[src/rtl/latch_ex_mem.sv]
// Execute-to-memory pipeline register.
// Carries the GPR and hi/lo write-back results, the partial product and step
// count of two-cycle multiply-accumulate operations back to execute, and a
// saturating count of the bubbles inserted since reset.
module latch_ex_mem #(
    parameter int DATA_WIDTH           = 32,
    parameter int ADDRESS_WIDTH        = 5,
    parameter int COUNT_WIDTH          = 2,
    parameter int BUBBLE_COUNTER_WIDTH = 16
) (
    input  logic                            clock,
    input  logic                            reset,
    input  logic                            stall_ex,
    input  logic                            stall_mem,
    input  logic                            flush,
    input  logic                            ex_register_write_enable,
    input  logic [ADDRESS_WIDTH-1:0]        ex_register_write_address,
    input  logic [DATA_WIDTH-1:0]           ex_register_write_data,
    input  logic                            ex_register_hi_write_enable,
    input  logic [DATA_WIDTH-1:0]           ex_register_hi_write_data,
    input  logic                            ex_register_lo_write_enable,
    input  logic [DATA_WIDTH-1:0]           ex_register_lo_write_data,
    input  logic [2*DATA_WIDTH-1:0]         ex_accumulate_data,
    input  logic [COUNT_WIDTH-1:0]          ex_accumulate_count,
    output logic                            mem_register_write_enable,
    output logic [ADDRESS_WIDTH-1:0]        mem_register_write_address,
    output logic [DATA_WIDTH-1:0]           mem_register_write_data,
    output logic                            mem_register_hi_write_enable,
    output logic [DATA_WIDTH-1:0]           mem_register_hi_write_data,
    output logic                            mem_register_lo_write_enable,
    output logic [DATA_WIDTH-1:0]           mem_register_lo_write_data,
    output logic [2*DATA_WIDTH-1:0]         accumulate_data,
    output logic [COUNT_WIDTH-1:0]          accumulate_count,
    output logic [BUBBLE_COUNTER_WIDTH-1:0] bubble_count
);

    // What the register does on the next rising edge.
    typedef enum logic [1:0] {
        ACT_CAPTURE,
        ACT_BUBBLE,
        ACT_HOLD,
        ACT_FLUSH
    } action_t;

    action_t action;

    // Data paths with disabled enables forced to zero before registering.
    logic [DATA_WIDTH-1:0] gated_write_data;
    logic [DATA_WIDTH-1:0] gated_hi_data;
    logic [DATA_WIDTH-1:0] gated_lo_data;

    // Next bubble count, holding at all-ones once saturated.
    logic [BUBBLE_COUNTER_WIDTH-1:0] bubble_count_next;

    // Decode the stall/flush controls in priority order; a downstream-only
    // stall cannot legally happen and is folded into hold.
    always_comb begin
        action = ACT_CAPTURE;
        if (flush)
            action = ACT_FLUSH;
        else if (stall_ex && !stall_mem)
            action = ACT_BUBBLE;
        else if (stall_ex || stall_mem)
            action = ACT_HOLD;
    end

    // Zero the data of any write whose enable is off.
    always_comb begin
        gated_write_data = '0;
        gated_hi_data    = '0;
        gated_lo_data    = '0;
        if (ex_register_write_enable)
            gated_write_data = ex_register_write_data;
        if (ex_register_hi_write_enable)
            gated_hi_data = ex_register_hi_write_data;
        if (ex_register_lo_write_enable)
            gated_lo_data = ex_register_lo_write_data;
    end

    // Saturating increment of the bubble counter.
    always_comb begin
        bubble_count_next = bubble_count;
        if (bubble_count != '1)
            bubble_count_next = bubble_count + 1'b1;
    end

    // Pipeline register state update.
    always_ff @(posedge clock or posedge reset) begin
        if (reset) begin
            mem_register_write_enable    <= 1'b0;
            mem_register_write_address   <= '0;
            mem_register_write_data      <= '0;
            mem_register_hi_write_enable <= 1'b0;
            mem_register_hi_write_data   <= '0;
            mem_register_lo_write_enable <= 1'b0;
            mem_register_lo_write_data   <= '0;
            accumulate_data              <= '0;
            accumulate_count             <= '0;
            bubble_count                 <= '0;
        end else begin
            case (action)
                ACT_FLUSH: begin
                    mem_register_write_enable    <= 1'b0;
                    mem_register_write_address   <= '0;
                    mem_register_write_data      <= '0;
                    mem_register_hi_write_enable <= 1'b0;
                    mem_register_hi_write_data   <= '0;
                    mem_register_lo_write_enable <= 1'b0;
                    mem_register_lo_write_data   <= '0;
                    accumulate_data              <= '0;
                    accumulate_count             <= '0;
                end
                ACT_BUBBLE: begin
                    mem_register_write_enable    <= 1'b0;
                    mem_register_write_address   <= '0;
                    mem_register_write_data      <= '0;
                    mem_register_hi_write_enable <= 1'b0;
                    mem_register_hi_write_data   <= '0;
                    mem_register_lo_write_enable <= 1'b0;
                    mem_register_lo_write_data   <= '0;
                    accumulate_data              <= ex_accumulate_data;
                    accumulate_count             <= ex_accumulate_count;
                    bubble_count                 <= bubble_count_next;
                end
                ACT_HOLD: begin
                    // every register keeps its value
                end
                default: begin
                    mem_register_write_enable    <= ex_register_write_enable;
                    mem_register_write_address   <= ex_register_write_address;
                    mem_register_write_data      <= gated_write_data;
                    mem_register_hi_write_enable <= ex_register_hi_write_enable;
                    mem_register_hi_write_data   <= gated_hi_data;
                    mem_register_lo_write_enable <= ex_register_lo_write_enable;
                    mem_register_lo_write_data   <= gated_lo_data;
                    accumulate_data              <= '0;
                    accumulate_count             <= '0;
                end
            endcase
        end
    end

endmodule

[config.mk]
export PLATFORM = sky130hd
export DESIGN_NAME = latch_ex_mem
export DESIGN_NICKNAME = d
export VERILOG_FILES = /design/src/rtl/latch_ex_mem.sv
export SDC_FILE = /design/constraint.sdc
export NUM_CORES = 1
export LEC_CHECK = 0
export BUFFER_PORTS_ARGS = -buffer_cell sky130_fd_sc_hd__buf_2
export CORE_AREA = 2 2 142 144
export CTS_BUF_LIST = sky130_fd_sc_hd__clkbuf_2 sky130_fd_sc_hd__clkbuf_4 sky130_fd_sc_hd__clkbuf_8
export CTS_CLUSTER_DIAMETER = 100
export CTS_CLUSTER_SIZE = 20
export DETAILED_ROUTE_END_ITERATION = 12
export DIE_AREA = 0 0 144 146
export HOLD_SLACK_MARGIN = 0.15
export PLACE_DENSITY = 0.71
export SETUP_SLACK_MARGIN = 0.15
export SLEW_MARGIN = 0
export SYNTH_ARGS = -nofsm -noshare
export SYNTH_HDL_FRONTEND = slang
export SYNTH_SLANG_ARGS = --single-unit
[constraint.sdc]
create_clock -name clock -period 7.3 [get_ports clock]
set_input_delay 1.095 -clock clock [delete_from_list [all_inputs] [get_ports clock]]
set_output_delay 1.095 -clock clock [all_outputs]
set_load 0.005 [all_outputs]
# Word-level counts from Yosys, hierarchy flattened
# Index checks and enable logic that the tools add are counted.
classes:
  n_eq_ne: 4
  reduce_logical: 5
  n_mux: 15
  n_addsub: 1
ops:
  columns: ["operator", "count"]
  rows:
  - ["$pmux 32 s2", 3]
  - ["$pmux 64 s2", 1]
  - ["$mux 32", 3]
  - ["$add 16x1->16 const B", 1]
  - ["$ne 16x16->1 const B", 1]
  - ["$pmux 5 s2", 1]
  - ["$mux 2", 3]
  - ["$pmux 1 s2", 3]
  - ["$eq 2x2->1 const B", 2]
  - ["$pmux 2 s2", 1]
  - ["$eq 2x1->1 const B", 1]
  - ["$reduce_and 2->1", 1]
  - ["$reduce_or 2->1", 1]
  - ["$logic_and 1x1->1", 1]
  - ["$logic_not 1->1", 1]
  - ["$logic_or 1x1->1", 1]
word_totals:
  in_bits: 175
  output_inout_bits: 186
  register_bits: 186
  elab_cells: 35

# Logic depth before layout (Yosys ltp)
logic_depth:
  word_depth: 7
  mapped_depth: 6
  mapped_depth_nobuf: 5

# Least setup slack after synthesis
# Ideal clock, no wire load.
synth_timing:
  path_kind: "input -> register"
  from: "input port flush"
  to: "register bubble_count[11]"
  t_required_ps: 7221
  setup_ps: 79
  path_buffers: 1
  arrival_ps: 2156
  path_slack_ps: 5065
  cell_stages: 5
  path_cell_list: "buf_2 > nor3b_4 > nand4_2 > nor4b_2 > xor2_1"
synth_between:
  elab_chain_cells: 3
synth_rtl:
  columns: ["element", "line", "source"]
  rows:
  - ["start: declaration", "15", "input logic flush,"]
  - ["$mux 2", "59", "if (flush)"]
  - ["$eq 2x1->1", "101", "case (action)"]
  - ["$reduce_and 2->1 (no line)", null, null]
  - ["end signal: assignment", "123", "bubble_count <= bubble_count_next;"]
  - ["end: declaration", "34", "output logic [BUBBLE_COUNTER_WIDTH-1:0] bubble_count"]
# No other way between the ends.
# A chain may end at the register's enable or synchronous reset.

# Worst setup path in the final report
layout_timing:
  from: "input port stall_mem"
  to: "register accumulate_data[22]"
layout_between:
  elab_chain_cells: 6
  elab_cells_between_ends: 9
  classes_between: "2 x eq/ne; 4 x mux; 3 x reduce/logical"
layout_rtl:
  columns: ["element", "line", "source"]
  rows:
  - ["start: declaration", "14", "input logic stall_mem,"]
  - ["$logic_or 1x1->1 / $logic_not 1->1 (equally long branches)", "63, 61", null]
  - ["$mux 2 / $logic_and 1x1->1 (equally long branches)", "63, 61", null]
  - ["$mux 2 *", "61", "else if (stall_ex && !stall_mem)"]
  - ["$mux 2 *", "59", null]
  - ["$eq 2x2->1 / $eq 2x1->1 (equally long branches)", "101", null]
  - ["$pmux 64 s2", "101", null]
  - ["end signal: assignment", "121", "accumulate_data <= ex_accumulate_data;"]
  - ["end: declaration", "32", "output logic [2*DATA_WIDTH-1:0] accumulate_data,"]
# Mark *: on every way between the ends. The rest lies on a longest branch, timed or not.

==> out/results.ini <==
[run_status]
run_status = complete, no violations

[min_path]
whs_endpoint = mem_register_hi_write_enable
hold-path-cell-count = 1
timing.hold.worst.class = reg2reg
hp-start = mem_register_hi_write_enable

[power]
power.density_cell_area_nw_per_um2 = 212.8
static_leakage_nw = 5.276
worst_vdd_ir_uv = 112.4

[grt]
antenna_found_initial = 2
groute.usage.overall_pct = 17.68
grt_pass1_vias = 5342
grt_first_pass_wirelength_um = 29190
grt_max_degree = 121
grt-ovfl-total = 0

[route]
drc = 0
detail_route.first_pass.iterations = 4
num_vias = 5401
drt-wirelength-per-cell_um = 17.53
routed_wirelength_um = 19120
final_antenna_violating_net_count = 0
detailedRoute.firstIterationViolations = 247
via_per_inst = 4.951

[floorplanning]
dieArea_um2 = 21020
die_y_um = 146
core_um2 = 19330
fp-row-count = 51
count_of_boundary_i_o_pins = 361
effective_utilization_at_floorplan_pct = 35.25
die_width_um = 144

[setup_path]
rrSetupSlack_ns = 5.34
worstPathArrival_ns = 3.13
path_max_fanout = 120
rr_endpoint = bubble_count[1]
startpoint_type = primary input
reg2reg_from = bubble_count[0]
setup.worst_path.class = in2reg
worstPathRequired_ns = 7.68
logic_depth_of_the_worst_register_to_register_path = 5
setup.worst_path.end_class = flop

[synth]
async_reset_ff_share_pct = 100.0
synth_seq_cells = 186
count_of_mapped_cells_out_of_synthesis = 466
synth.yosys.seq_area_share_pct = 68.29
synth_fp_nets = 642
synthesis.area_um2 = 6815
post_synth.cell_area_avg_um2 = 14.63
yosys_most_used_dff = dfrtp_1
synth.lib_cells_used.distinct = 34
synth-edff-count = 0
synthesis.yosys.warnings = 0

[sta]
clock-skew-final_ns = 0.008290
finalWorstPathRequiredPeriod_ns = 2.749
finalHoldViolations = 0
setup_repair_after_global_routing_missed_its_margin = no
max-slew-margin-rel_pct = 23.09
max_clock_freq_mhz = 363.7
finalMaxSlewViolations = 0
setup_viols_final = 0
final.setup.tns_ns = 0
finalCritPeriodShare_pct = 37.66
worst_slew_pin_slew_ns = 1.151

[clock_tree]
clock_tree.buffer_depth = 2
htree_levels = 4
tritoncts_clock_tree = done
clk_transition_reported_paths_ns = 0.10
cts_num_sinks = 186
tritoncts_buffers = 17
cts_setup_buffers = 0
cts-hold-fix-buffers = 0
ctsResizeCount = 0
clk-insertion-delay-late_ns = 0.45
cts-root-buf = clkbuf_8

[run]
timing.max_cap.violations = 0

[finish]
area_growth_syn_to_layout_pct = 35.16
fin_area_um2 = 9211
finish.net_count = 988
drive_above_1_share_pct = 49.76

[placement]
placement.io_buffers = 360
routabilityCongestion = 0.7814
placement.cell_area_um2 = 8841
dp_hpwl_um = 13380

==> worst max path at each step <==
stage                    from                   to  depth (start not counted)
CTS                 stall_mem  accumulate_data[22]                          4
floorplan               reset  accumulate_count[0]                          1
global placement    stall_mem  accumulate_data[13]                          4
detailed placement  stall_mem  accumulate_data[16]                          4
finish              stall_mem  accumulate_data[22]                          4
global route        stall_mem  accumulate_data[22]                          4
==> synth_stat cells, types with 2 or more instances <==
library cell,n,area [µm²]
nand2_1,4,15.01
clkbuf_1,9,33.78
a21o_1,3,22.52
and2_1,3,18.77
xor2_1,12,105.1
buf_2,25,125.1
inv_1,4,15.01
dfrtp_1,186,4654
mux2_2,2,22.52
nor4_1,4,25.02
nand3_1,5,25.02
nand4_1,3,18.77
a22o_1,162,1419
nor2_1,11,41.29
buf_1,5,18.77
a22oi_1,5,37.54
nor3_1,6,30.03
==> per-layer routing <==
metal  GRT usage [%]  part of all wire, %
met2           28.76                   48
met5               0                    0
met1           22.57                   42
met4           5.490                  2.1
met3           5.462                  8.6
==> placed cells by master, fill, tap and decap left out, types with 3 or more instances in the layout <==
| cell | count |
|---|---|
| inv_1 | 3 |
| nand4_1 | 3 |
| buf_2 | 360 |
| nand2_1 | 4 |
| clkbuf_8 | 17 |
| buf_4 | 5 |
| and2_1 | 3 |
| nor4_1 | 4 |
| dfrtp_1 | 186 |
| nand3_1 | 5 |
| nor3_1 | 6 |
| a22oi_1 | 5 |
| a22o_1 | 162 |
| inv_6 | 6 |
| nor2_1 | 11 |
| inv_8 | 3 |
| xor2_1 | 12 |
| a21o_1 | 3 |
==> critical path, cell delays in order <==
cell and delay (ns):
buf_2 0.22, nor2b_4 0.96, buf_12 0.54, a22o_1 0.25
==> final cells by class <==
cell class | count | area [µm²]
Antenna cell | 2 | 5.005
Clock buffer | 17 | 234.0
Multi-Input combinational cell | 237 | 1976
Timing Repair Buffer | 366 | 1859
Sequential cell | 186 | 4654
Clock inverter | 14 | 131.4
Inverter | 4 | 20.02
Tap cell | 265 | 331.6
Fill cell | 1765 | 10120
==> logic make-up after synthesis <==
group | count (synthesis) | share of synthesized area [%]
mux | 3 | 0.5507
simple gates | 49 | 4.700
fa+ha+maj | 1 | 0.1836
compound gates | 171 | 21.77
buf+inv | 43 | 2.827
xor+xnor | 13 | 1.671
flops | 186 | 68.29
==> sequential cells by signal (all words and copies together), names as in the netlist, 2 cells and up <==
register                    flops
bubble_count                   16
mem_register_write_address      5
accumulate_count                2
mem_register_write_data        32
accumulate_data                64
mem_register_lo_write_data     32
mem_register_hi_write_data     32
==> stage by stage <==
stage	power (W)	hold WS, ns	setup WS [ns]	util (%)	std cells
after floorplan	0.001213	0.4738	1.148	-	466
after global placement	0.001329	0.4552	4.150	45.73	1058
after CTS	0.001991	0.4827	4.591	47.62	1089
final	0.001960	0.4814	4.551	47.64	1091
after detailed placement	0.001334	0.4603	4.117	45.73	1058
after global routing	0.002062	0.5103	4.433	47.64	1091
==> report_power, final <==
group          total [W]  leakage (nW)  internal (W)  switching [W]
logic           0.000200          2.55     0.0000974       0.000103
registers        0.00111          2.54       0.00107      0.0000393
clock network   0.000649         0.182      0.000249       0.000400
total            0.00196          5.28       0.00142       0.000542
Power figures use the tool's default switching activity.
